--- src/rtl/alu_uart_sequencer.sv ---
// alu_uart_sequencer: frame-level controller between UART RX, the ALU and UART TX.
// It collects three RX bytes in the order A, B, OPCODE and then commits them to the
// ALU operand registers. After ALU_LATENCY cycles it captures the ALU result and
// sends it out through the TX start/done handshake.
// Optional feature macro: ALU_SEQ_TIMEOUT_EN adds an inter-byte timeout. A partial
// frame is dropped when no byte arrives for TIMEOUT_CYCLES while waiting for B or OPCODE.
// Ports:
//   i_clk, i_reset (async, active-low)
//   i_rx_done, i_rx_data          received byte strobe and data
//   o_alu_a, o_alu_b, o_alu_op    registered ALU operands/opcode (last complete frame)
//   i_alu_result                  ALU result
//   o_tx_start, o_tx_data         TX start pulse and byte held until i_tx_done
//   i_tx_done                     TX finished pulse
//   o_busy                        high while executing or transmitting
//   o_done, o_overrun, o_frame_err one-cycle status pulses
module alu_uart_sequencer #(
    parameter int DATA_SIZE      = 8,
    parameter int OPCODE_SIZE    = 6,
    parameter int ALU_LATENCY    = 1,
    parameter int TIMEOUT_CYCLES = 1000,
    parameter int TMO_LEN        = 10
) (
    input  logic                   i_clk,
    input  logic                   i_reset,
    input  logic                   i_rx_done,
    input  logic [DATA_SIZE-1:0]   i_rx_data,
    output logic [DATA_SIZE-1:0]   o_alu_a,
    output logic [DATA_SIZE-1:0]   o_alu_b,
    output logic [OPCODE_SIZE-1:0] o_alu_op,
    input  logic [DATA_SIZE-1:0]   i_alu_result,
    output logic                   o_tx_start,
    output logic [DATA_SIZE-1:0]   o_tx_data,
    input  logic                   i_tx_done,
    output logic                   o_busy,
    output logic                   o_done,
    output logic                   o_overrun,
    output logic                   o_frame_err
);
    localparam logic [2:0] WAIT_A  = 3'd0;
    localparam logic [2:0] WAIT_B  = 3'd1;
    localparam logic [2:0] WAIT_OP = 3'd2;
    localparam logic [2:0] EXEC    = 3'd3;
    localparam logic [2:0] TX      = 3'd4;
    localparam logic [2:0] TX_WAIT = 3'd5;
    localparam int LAT_W = $clog2(ALU_LATENCY + 1);

    logic [2:0]             state_q, state_d;
    logic [DATA_SIZE-1:0]   sh_a_q, sh_a_d, sh_b_q, sh_b_d;
    logic [DATA_SIZE-1:0]   a_q, a_d, b_q, b_d, txd_q, txd_d;
    logic [OPCODE_SIZE-1:0] op_q, op_d;
    logic [LAT_W-1:0]       lat_q, lat_d;
    logic                   done_q, done_d, ovr_q, ovr_d, ferr_q, ferr_d;
    logic                   busy;

    assign busy        = (state_q == EXEC) || (state_q == TX) || (state_q == TX_WAIT);
    assign o_busy      = busy;
    assign o_tx_start  = (state_q == TX);
    assign o_alu_a     = a_q;
    assign o_alu_b     = b_q;
    assign o_alu_op    = op_q;
    assign o_tx_data   = txd_q;
    assign o_done      = done_q;
    assign o_overrun   = ovr_q;
    assign o_frame_err = ferr_q;

`ifdef ALU_SEQ_TIMEOUT_EN
    logic [TMO_LEN-1:0] tmo_q, tmo_d;
`endif

    always_comb begin
        state_d = state_q;
        sh_a_d  = sh_a_q;
        sh_b_d  = sh_b_q;
        a_d     = a_q;
        b_d     = b_q;
        op_d    = op_q;
        lat_d   = lat_q;
        txd_d   = txd_q;
        done_d  = 1'b0;
        ferr_d  = 1'b0;
        ovr_d   = i_rx_done && busy;
        case (state_q)
            WAIT_A: if (i_rx_done) begin
                sh_a_d  = i_rx_data;
                state_d = WAIT_B;
            end
            WAIT_B: if (i_rx_done) begin
                sh_b_d  = i_rx_data;
                state_d = WAIT_OP;
            end
            WAIT_OP: if (i_rx_done) begin
                a_d     = sh_a_q;
                b_d     = sh_b_q;
                op_d    = i_rx_data[OPCODE_SIZE-1:0];
                lat_d   = LAT_W'(ALU_LATENCY);
                state_d = EXEC;
            end
            EXEC: if (lat_q == LAT_W'(1)) begin
                txd_d   = i_alu_result;
                state_d = TX;
            end else begin
                lat_d   = lat_q - 1'b1;
            end
            TX: state_d = TX_WAIT;
            TX_WAIT: if (i_tx_done) begin
                done_d  = 1'b1;
                state_d = WAIT_A;
            end
            default: state_d = WAIT_A;
        endcase
`ifdef ALU_SEQ_TIMEOUT_EN
        tmo_d = '0;
        // Counter measures idle cycles since the last byte of a partial frame.
        if ((state_q == WAIT_B || state_q == WAIT_OP) && !i_rx_done) begin
            if (tmo_q == TMO_LEN'(TIMEOUT_CYCLES - 1)) begin
                sh_a_d  = '0;
                sh_b_d  = '0;
                ferr_d  = 1'b1;
                state_d = WAIT_A;
            end else begin
                tmo_d = tmo_q + 1'b1;
            end
        end
`endif
    end

    always_ff @(posedge i_clk or negedge i_reset) begin
        if (!i_reset) begin
            state_q <= WAIT_A;
            sh_a_q  <= '0;
            sh_b_q  <= '0;
            a_q     <= '0;
            b_q     <= '0;
            op_q    <= '0;
            lat_q   <= '0;
            txd_q   <= '0;
            done_q  <= 1'b0;
            ovr_q   <= 1'b0;
            ferr_q  <= 1'b0;
        end else begin
            state_q <= state_d;
            sh_a_q  <= sh_a_d;
            sh_b_q  <= sh_b_d;
            a_q     <= a_d;
            b_q     <= b_d;
            op_q    <= op_d;
            lat_q   <= lat_d;
            txd_q   <= txd_d;
            done_q  <= done_d;
            ovr_q   <= ovr_d;
            ferr_q  <= ferr_d;
        end
    end

`ifdef ALU_SEQ_TIMEOUT_EN
    always_ff @(posedge i_clk or negedge i_reset) begin
        if (!i_reset) tmo_q <= '0;
        else          tmo_q <= tmo_d;
    end
`endif
endmodule

--- config.mk ---
export PLATFORM = sky130hd
export DESIGN_NAME = alu_uart_sequencer
export DESIGN_NICKNAME = d
export VERILOG_FILES = /design/src/rtl/alu_uart_sequencer.sv
export SDC_FILE = /design/constraint.sdc
export NUM_CORES = 1
export LEC_CHECK = 0
export CELL_PAD_IN_SITES_DETAIL_PLACEMENT = 1
export CELL_PAD_IN_SITES_GLOBAL_PLACEMENT = 2
export CORE_ASPECT_RATIO = 1.1
export CORE_UTILIZATION = 35
export DETAILED_ROUTE_END_ITERATION = 12
export GPL_TIMING_DRIVEN = 0
export PLACE_DENSITY_LB_ADDON = 0.1
export SLEW_MARGIN = 20
export SYNTH_ARGS = -nofsm -noshare
export SYNTH_HDL_FRONTEND = slang
export SYNTH_SLANG_ARGS = --single-unit
--- constraint.sdc ---
create_clock -name i_clk -period 3.1 [get_ports i_clk]
set_clock_uncertainty 0.1 [all_clocks]
set_input_delay 0.465 -clock i_clk [delete_from_list [all_inputs] [get_ports i_clk]]
set_output_delay 0.465 -clock i_clk [all_outputs]
set_load 0.005 [all_outputs]
==> run_results.csv, run 1 <==
group,metric,value,unit
status,status,"finished, final reports clean",
timing,period_share,72.44,%
timing,finalHoldViolCount,0,
clock_tree,cts_buffers,5,
drt,drcViolationCount,0,
clock_tree,clockRootBuffer,"clkbuf_8",
synth,yosysSeqAreaShare,63.03,%
floorplan,coreArea,5535,sq um
critical_path,r2r_setup_slack,1340,ps
synth,synthCells,130,
synth,ys_seq_elements,52,
timing,tightest_slew,629.0,ps
hold_path,holdPathEnd,"lat_q$_DFFE_PN0P_",
finish,instances_no_fill,268,
synth,synth-main-ff-cell,"dfrtp_1",
floorplan,start_util,37.30,%
critical_path,r2r_start,"state_q[0]$_DFFE_PN0P_",
timing,maxSlewHeadroom,57.89,%
synth,synthTopCellsByCount,"dfrtp_1 (52), mux2_2 (45), buf_6 (4)",
power,powerDensity,953.0,nW/um^2
global_routing,grt_pass1_wl,7010,microns
power,peakVddDrop,0.3636,mV
finish,syn2layout_area_growth,36.00,%
critical_path,worstSetupStartpointType,"flop",
drt,vias,1243,
synth,ys_top_cells_by_area,"dfrtp_1 (63%), mux2_2 (25%), buf_6 (2.2%), nor4b_4 (1.2%), buf_4 (1.1%)",
power,leakagePower,1.173,nW
critical_path,r2r-end,"sh_a_q[7]$_DFFE_PN0P_",
synth,avgSynthCellArea,15.88,sq um
hold_path,hold_start,"lat_q$_DFFE_PN0P_",
job,cap_violations,0,
floorplan,ioPinCount,55,
synth,synth_area,2064,sq um
drt,routed_wl,4272,microns
floorplan,fp.dieArea,6210,sq um
critical_path,crit_path_end_kind,"output pin",
synth,synth_top_area_share,63.03,%
place,io_buffers,53,
floorplan,die_y,82.55,microns
drt,via_per_inst,4.638,
finish,layout-drive-gt1-share,33.68,%
global_routing,grt_overflow_total,0,
global_routing,grt_pass1_vias,1432,
drt,drt_pass1_iterations,2,
floorplan,rows,28,
timing,slew_violations,0,
drt,postRouteAntennaNets,0,
timing,finalSetupTns,0,ps
critical_path,cp_data_arrival_time,1680,ps
place,place_hpwl,3118,microns
drt,drtIter0Drc,59,
global_routing,track_usage,15.65,%
synth,yosys.area.top_type,"dfrtp_1",
finish,layout.nets,212,
clock_tree,htreeDepth,2,
global_routing,antenna_found_initial,0,
global_routing,grt_start_max_net_pins,36,
timing,rsz0062_at_grt,"false",
clock_tree,clock-sinks,52,
timing,fin_crit,2246,ps
synth,async_reset_ff_share,100.0,%
synth,yosysMostFrequentCell,"dfrtp_1",
critical_path,path_class,"reg2out",
finish,antenna_cells,0,
critical_path,required,2530,ps
critical_path,r2r_cells,3,
place,place_inst,259,
synth,ys_warn_count,0,
hold_path,hp-class,"reg2reg",
timing,clock.fmax,445.3,MHz
clock_tree,cts_buffer_depth,2,
floorplan,die_w,75.23,microns
drt,wl_per_cell,15.94,microns
clock_tree,clock_latency,300,ps
synth,synth_edf_count,0,
timing,setup_viol,0,
synth,yosysUniqueCellTypes,23,
synth,synth_nets,150,
clock_tree,clk_pin_slew_worst_paths,90,ps
place,place_congestion,0.7124,
clock_tree,cts_tree,"yes",
hold_path,min_path_cells,1,
critical_path,path_max_fanout,9,
## kinds of logic after synthesis
family | Yosys count | synth area share (%)
AND/OR/NAND/NOR | 17 | 6.363
buffers and inverters | 8 | 3.515
multiplexers | 46 | 25.09
flip-flops | 52 | 63.03
other | 1 | 0.1816
AO/OA/AOI/OAI | 6 | 1.818
## cell usage in the layout, fill, tap and decap left out, types with 2 or more instances in the layout
cell type | Yosys | routed
and2_1 | 2 | 2
dfrtp_1 | 52 | 52
a21oi_1 | 2 | 2
buf_4 | 3 | 3
clkdlybuf4s50_1 | 0 | 52
nand2_1 | 3 | 3
buf_6 | 4 | 4
o21ai_0 | 2 | 2
mux2_2 | 45 | 45
buf_2 | 1 | 2
nor2_1 | 2 | 2
clkbuf_8 | 0 | 6
nand2b_1 | 2 | 2
## per-stage QoR
step | hold WS [ps] | instance area (sq um) | utilization [%] | setup WS [ps] | power (mW)
2_1_floorplan | 69.41 | 2064 | - | 1552 | 1.704
3_3_place_gp | 362.0 | 2689 | 48.58 | 28.07 | 2.242
3_5_place_dp | 336.1 | 2704 | 48.85 | 763.2 | 2.321
4_1_cts | 404.8 | 2808 | 50.72 | 827.9 | 2.732
5_1_grt | 416.7 | 2808 | 50.72 | 760.5 | 2.860
6_report | 391.1 | 2808 | 50.72 | 854.3 | 2.676
## worst max path at each step
stage	start	to	slack, ps	depth (start not counted)
finish	state_q[1]$_DFFE_PN0P_	o_busy	850	4
detailed placement	i_rx_done	sh_a_q[4]$_DFFE_PN0P_	760	3
CTS	state_q[1]$_DFFE_PN0P_	o_busy	830	4
global route	state_q[1]$_DFFE_PN0P_	o_busy	760	4
floorplan	state_q[1]$_DFFE_PN0P_	sh_a_q[0]$_DFFE_PN0P_	1550	3
global placement	i_reset	o_tx_data[6]$_DFFE_PN0P_	30	1
## state kept, by name (all words and copies together) (netlist names)
name,flops
o_alu_b,8
sh_a_q,8
lat_q,1
o_alu_a,8
o_tx_data,8
state_q,3
o_alu_op,6
o_done,1
sh_b_q,8
o_overrun,1
## per-layer routing
| layer | up-vias | track usage (%) | wire length, microns | share of wire, % |
|---|---|---|---|---|
| met5 | - | 0 | 0 | 0 |
| met4 | 0 | 6.111 | 59 | 1.4 |
| met2 | 31 | 26.85 | 2254 | 53 |
| met1 | 637 | 18.68 | 1727 | 40 |
| li1 | 568 | - | - | - |
| met3 | 7 | 4.126 | 231 | 5.4 |
## final cells by class
class / count / area, sq um
sequential: 52 / 1301
multi-input combinational: 70 / 690.7
fill: 574 / 2728
timing repair buffer: 55 / 555.5
clock inverter: 1 / 7.507
buffer: 8 / 72.57
clock buffer: 7 / 86.33
tap: 75 / 93.84
## critical path, stage by stage, from the launching register on
cell             delay (ps)
dfrtp_1                 390
buf_6                   140
nand2b_1                190
o21ai_0                 120
clkdlybuf4s50_1         550
## timing repair
| action | CTS | global route |
|---|---|---|
| gates resized for setup | 0 | 0 |
| hold buffers | 1 | 0 |
| setup buffers | 0 | 0 |
| endpoints found under the setup margin | 0 | 0 |
| hold endpoints to repair | 8 | 0 |
## power breakdown
group / internal [mW] / switching [mW] / total, mW / leakage [nW]
Sequential: 1.00 / 0.165 / 1.17 / 0.624
Clock: 0.182 / 0.217 / 0.399 / 0.0445
Combinational: 0.750 / 0.359 / 1.11 / 0.505
Note: power is estimated with default switching activity, not from simulation.
==> run 2, diff against run 1 <==
--- a/config.mk
+++ b/config.mk
@@ -8,7 +8,7 @@
 export CELL_PAD_IN_SITES_DETAIL_PLACEMENT = 1
 export CELL_PAD_IN_SITES_GLOBAL_PLACEMENT = 2
 export CORE_ASPECT_RATIO = 1.1
-export CORE_UTILIZATION = 35
+export CORE_UTILIZATION = 29
 export DETAILED_ROUTE_END_ITERATION = 12
 export GPL_TIMING_DRIVEN = 0
 export PLACE_DENSITY_LB_ADDON = 0.1
==> constraint.sdc (replaced) <==
create_clock -name i_clk -period 1.95 [get_ports i_clk]
set_clock_uncertainty 0.1 [all_clocks]
set_input_delay 0.2925 -clock i_clk [delete_from_list [all_inputs] [get_ports i_clk]]
set_output_delay 0.2925 -clock i_clk [all_outputs]
set_load 0.005 [all_outputs]
==> run_results.csv, run 2 (synthesis gave the netlist of run 1 again) <==
group,metric,value,unit
status,status,"finished, final reports clean",
power,seqPwrFrac,42.6,%
clock_tree,clock-sinks,52,
power,comb_power_share,40.5,%
timing,tightest_slew,653.6,ps
critical_path,path_class,"reg2out",
clock_tree,clk_pin_slew_worst_paths,100,ps
critical_path,path_max_fanout,9,
drt,postRouteAntennaNets,0,
drt,routed_wl,4298,microns
floorplan,fp.dieArea,7460,sq um
drt,wl_per_cell,15.57,microns
finish,syn2layout_area_growth,37.39,%
power,peakVddDrop,0.5312,mV
drt,drt_pass1_iterations,4,
finish,seqCellArea,1301,sq um
timing,clock.fmax,580.0,MHz
critical_path,crit_path_end_kind,"output pin",
global_routing,grt_pass1_wl,7258,microns
timing,maxSlewHeadroom,56.43,%
place,placed_cell_area,2695,sq um
clock_tree,htreeDepth,2,
drt,via_per_inst,4.620,
drt,drcViolationCount,0,
finish,fillCellCount,705,
timing,fin_crit,1724,ps
floorplan,coreArea,6749,sq um
finish,layout-drive-gt1-share,35.05,%
drt,vias,1275,
floorplan,die_w,82.45,microns
global_routing,grt_start_max_net_pins,53,
clock_tree,cts_buffer_depth,2,
power,leakagePower,1.196,nW
critical_path,crit_chain,"buf_6, nand2b_4, o21ai_0, dlygate4sd2_1",
timing,slew_violations,0,
critical_path,cp_data_arrival_time,1330,ps
timing,finalSetupTns,0,ps
power,p_clk_share,16.9,%
power,powerDensity,1538,nW/um^2
place,preCtsSetupSlack,-266.8,ps
critical_path,crit_slowest_cell,"dfrtp_1",
finish,final_common_cell,"dfrtp_1",
power,p_sw,1.187,mW
critical_path,max_stage_delay,390,ps
clock_tree,clock_latency,300,ps
finish,multi_input_area,698.2,sq um
finish,fin_area,2836,sq um
floorplan,rows,31,
job,cap_violations,0,
drt,drtIter0Drc,56,
global_routing,grt_util_met1,16.46,%
floorplan,start_util,30.59,%
finish,layout.nets,213,
clock_tree,cts_tree,"yes",
power,p_int,3.175,mW
timing,finalHoldViolCount,0,
clock_tree,cts_buffers,5,
finish,antenna_cells,0,
place,place_hpwl,2957,microns
clock_tree,clockRootBuffer,"clkbuf_8",
global_routing,grt_overflow_total,0,
timing,fin_ws,225.8,ps
global_routing,grt_pass1_vias,1408,
global_routing,use_met2,20.80,%
place,place_congestion,0.6694,
floorplan,die_y,90.49,microns
global_routing,antenna_found_initial,0,
global_routing,track_usage,13.03,%
timing,setup_viol,0,
global_routing,grtUsageMet3,3.737,%
hold_path,hp-class,"reg2reg",
critical_path,worstSetupStartpointType,"flop",
timing,rsz0062_at_grt,"false",
timing,period_share,88.42,%
floorplan,ioPinCount,55,
finish,layout_common_cells,"dfrtp_1 (52), clkdlybuf4s50_1 (50), mux2_2 (45), buf_4 (6), clkbuf_8 (5)",
power,switching_share,27.21,%
place,io_buffers,53,
critical_path,required,1560,ps
global_routing,busiest_layer,"met2",
[run 2: cell types whose count changed in the layout (fill, tap and decap cells not counted)]
cell,previous run,this run
buf_4,3,6
clkdlybuf4s50_1,52,50
clkinv_2,0,1
dlygate4sd2_1,0,2
nand2b_1,2,1
buf_2,2,1
clkbuf_8,6,5
bufinv_16,0,1
clkbuf_1,1,0
nand2b_4,1,2
buf_12,1,0
[run 2: power groups by stage]
stage                     combinational (mW)  clock (mW)  sequential [mW]
final                                   1.77       0.735             1.86
after global routing                    1.93       0.817             1.93
after CTS                               1.79       0.767             1.87
after detailed placement                1.78           0             1.89
after global placement                  1.73           0             1.84
after floorplan                        0.858           0             1.85
[run 2: worst paths after layout]
| kind | start | end | slack, ps | cells after the start |
|---|---|---|---|---|
| worst max-delay path | state_q[1]$_DFFE_PN0P_ | o_busy | 230 | 4 |
| max in group asynchronous | i_reset | o_tx_data[6]$_DFFE_PN0P_ | 850 | 2 |
| worst min-delay path | lat_q$_DFFE_PN0P_ | lat_q$_DFFE_PN0P_ | 390 | 1 |
| min in group asynchronous | i_reset | sh_b_q[5]$_DFFE_PN0P_ | 460 | 2 |
| worst min register to register | lat_q$_DFFE_PN0P_ | lat_q$_DFFE_PN0P_ | 390 | 1 |
| worst max register to register | state_q[2]$_DFFE_PN0P_ | o_alu_op[4]$_DFFE_PN0P_ | 270 | 4 |
[run 2: layout make-up]
class                      instances  area share, %
clock buffer                       5          2.426
sequential                        52          45.88
buffer                             8          2.558
clock inverter                     3          1.500
multi-input combinational         70          24.61
timing repair buffer              56          19.41
tap                               82          3.617
[run 2: repair_timing]
action                                  4_1_cts  5_1_grt
endpoints found under the hold margin        52        0
setup buffers                                 0        2
resized for setup                             3        0
hold buffers                                  1        0
endpoints found under the setup margin        2        2
gates cloned                                  0        0
[run 2: worst max-delay path, delay by kind of cell (launching register included)]
family          cells  cell delay, ps
compound gates      1              90
simple gates        1             150
flops               1             390
buf+inv             2             400
[run 2: stage by stage]
step                      std cells  total power [mW]  utilization (%)  hold WS [ps]
final                           276             4.362            42.03         391.1
after floorplan                 130             2.710                -        -103.1
after global routing            276             4.678            42.03         432.8
after global placement          265             3.575            39.97         360.0
after detailed placement        265             3.670            39.93         277.8
after CTS                       274             4.431            41.81         397.1
[run 2: routing by layer]
metal / routed length [microns] / part of all wire, % / vias to the layer above
met5: 0 / 0 / -
met3: 201 / 4.7 / 4
met2: 2246 / 52 / 34
li1: - / - / 581
met4: 36 / 0.84 / 0
met1: 1813 / 42 / 656
==> run 3, diff against run 2 <==
--- a/config.mk
+++ b/config.mk
@@ -6,9 +6,9 @@
 export NUM_CORES = 1
 export LEC_CHECK = 0
 export CELL_PAD_IN_SITES_DETAIL_PLACEMENT = 1
-export CELL_PAD_IN_SITES_GLOBAL_PLACEMENT = 2
+export CELL_PAD_IN_SITES_GLOBAL_PLACEMENT = 1
 export CORE_ASPECT_RATIO = 1.1
-export CORE_UTILIZATION = 29
+export CORE_UTILIZATION = 35
 export DETAILED_ROUTE_END_ITERATION = 12
 export GPL_TIMING_DRIVEN = 0
 export PLACE_DENSITY_LB_ADDON = 0.1
==> run_results.csv, run 3 (synthesis gave the netlist of run 1 again) <==
group,metric,value,unit
clock_tree,clock-sinks,52,
power,powerDensity,1500,nW/um^2
job,cap_violations,0,
critical_path,crit_end,"sh_a_q[6]$_DFFE_PN0P_",
critical_path,required,2030,ps
clock_tree,cts_buffers,5,
floorplan,rows,28,
timing,finalSetupTns,0,ps
critical_path,path_class,"in2reg",
global_routing,grt_overflow_total,0,
timing,whs,407.8,ps
finish,layout-drive-gt1-share,33.68,%
critical_path,crit_start,"i_rx_done",
power,leakagePower,1.184,nW
floorplan,die_y,82.55,microns
floorplan,fp.dieArea,6210,sq um
clock_tree,htreeDepth,2,
status,status,"finished, final reports clean",
clock_tree,clock_latency,290,ps
critical_path,worstSetupStartpointType,"input port",
clock_tree,clk_pin_slew_worst_paths,90,ps
timing,slew_violations,0,
finish,antenna_cells,0,
floorplan,coreArea,5535,sq um
power,totalPowerFinal,4.220,mW
global_routing,grt_pass1_vias,1441,
finish,layout.nets,212,
clock_tree,cts_buffer_depth,2,
timing,setup_viol,0,
global_routing,grt_start_max_net_pins,31,
place,io_buffers,53,
drt,drt_pass1_iterations,4,
hold_path,hp-class,"reg2reg",
drt,postRouteAntennaNets,0,
critical_path,crit_path_end_kind,"flop",
drt,drcViolationCount,0,
timing,rsz0062_at_grt,"false",
clock_tree,clockRootBuffer,"clkbuf_8",
critical_path,cp_data_arrival_time,1890,ps
timing,maxSlewHeadroom,53.73,%
clock_tree,cts_tree,"yes",
place,place_congestion,0.6960,
global_routing,antenna_found_initial,0,
drt,drtIter0Drc,30,
floorplan,ioPinCount,55,
timing,fin_crit,1809,ps
critical_path,path_max_fanout,8,
finish,syn2layout_area_growth,36.24,%
drt,vias,1248,
finish,final_common_cell,"dfrtp_1",
global_routing,grt_pass1_wl,6844,microns
critical_path,r2r_cells,3,
critical_path,r2r_setup_slack,180,ps
critical_path,r2r_start,"state_q[0]$_DFFE_PN0P_",
finish,multi_input_area,690.7,sq um
drt,via_per_inst,4.657,
finish,fillCellCount,571,
power,peakVddDrop,0.6081,mV
timing,period_share,92.76,%
global_routing,track_usage,15.11,%
place,place_hpwl,2968,microns
floorplan,start_util,37.30,%
timing,finalHoldViolCount,0,
finish,layout_common_cells,"dfrtp_1 (52), clkdlybuf4s50_1 (50), mux2_2 (45), clkbuf_8 (6), buf_6 (4)",
floorplan,die_w,75.23,microns
critical_path,r2r-end,"sh_a_q[6]$_DFFE_PN0P_",
timing,clock.fmax,552.8,MHz
drt,wl_per_cell,15.21,microns
timing,tightest_slew,694.1,ps
drt,routed_wl,4075,microns
finish,seqCellArea,1301,sq um
## run 3: cell types whose count changed in the layout (fill, tap and decap cells not counted), sizes merged
| cell | change |
|---|---|
| bufinv | -1 |
| clkbuf | +2 |
| buf | -1 |
| clkinv | -1 |
## run 3: critical path, cell delays in order
cell and delay [ps]:
clkdlybuf4s50_1 590, nor4b_4 590, mux2_2 410
## run 3: timing repair
item,in CTS,in global routing
hold endpoints to repair,29,0
buffers inserted,0,0
setup endpoints to repair,2,0
hold buffers,1,0
resized for setup,2,0
## run 3: layout make-up
class / instances / share of cell area [%]
Buffer: 8 / 2.580
Clock buffer: 7 / 3.069
Clock inverter: 1 / 0.2669
Multi-Input combinational cell: 70 / 24.56
Sequential cell: 52 / 46.26
Tap cell: 75 / 3.336
Timing Repair Buffer: 55 / 19.93
## run 3: worst min-delay path by stage
stage / slack, ps / start / endpoint / cells after the start
2_1_floorplan: -100 / i_reset / lat_q$_DFFE_PN0P_ / 0
3_3_place_gp: 360 / lat_q$_DFFE_PN0P_ / lat_q$_DFFE_PN0P_ / 1
3_5_place_dp: 280 / i_reset / o_alu_b[2]$_DFFE_PN0P_ / 1
4_1_cts: 410 / o_alu_b[5]$_DFFE_PN0P_ / o_alu_b[5]$_DFFE_PN0P_ / 1
5_1_grt: 430 / sh_b_q[1]$_DFFE_PN0P_ / sh_b_q[1]$_DFFE_PN0P_ / 1
6_report: 410 / lat_q$_DFFE_PN0P_ / lat_q$_DFFE_PN0P_ / 1
## run 3: power by group
part	total (mW)	switching, mW	internal, mW	leakage, nW
Sequential	1.85	0.256	1.60	0.624
Clock	0.619	0.330	0.289	0.0445
Combinational	1.75	0.566	1.18	0.516
## run 3: metrics by stage
stage | util [%] | setup slack (ps) | cells | instance area, sq um
floorplan | - | 402.1 | 130 | 2064
global placement | 48.58 | -930.3 | 258 | 2689
detailed placement | 48.98 | -241.3 | 259 | 2711
finish | 50.81 | 141.1 | 268 | 2813
global route | 50.81 | 22.50 | 268 | 2813
CTS | 50.81 | 74.19 | 268 | 2813
## run 3: layer usage
layer | global-route usage (%) | vias up | wire length [microns]
li1 | - | 574 | -
met1 | 17.47 | 640 | 1642
met2 | 26.85 | 29 | 2219
met3 | 3.883 | 5 | 166
met4 | 5.556 | 0 | 46
met5 | 0 | - | 0
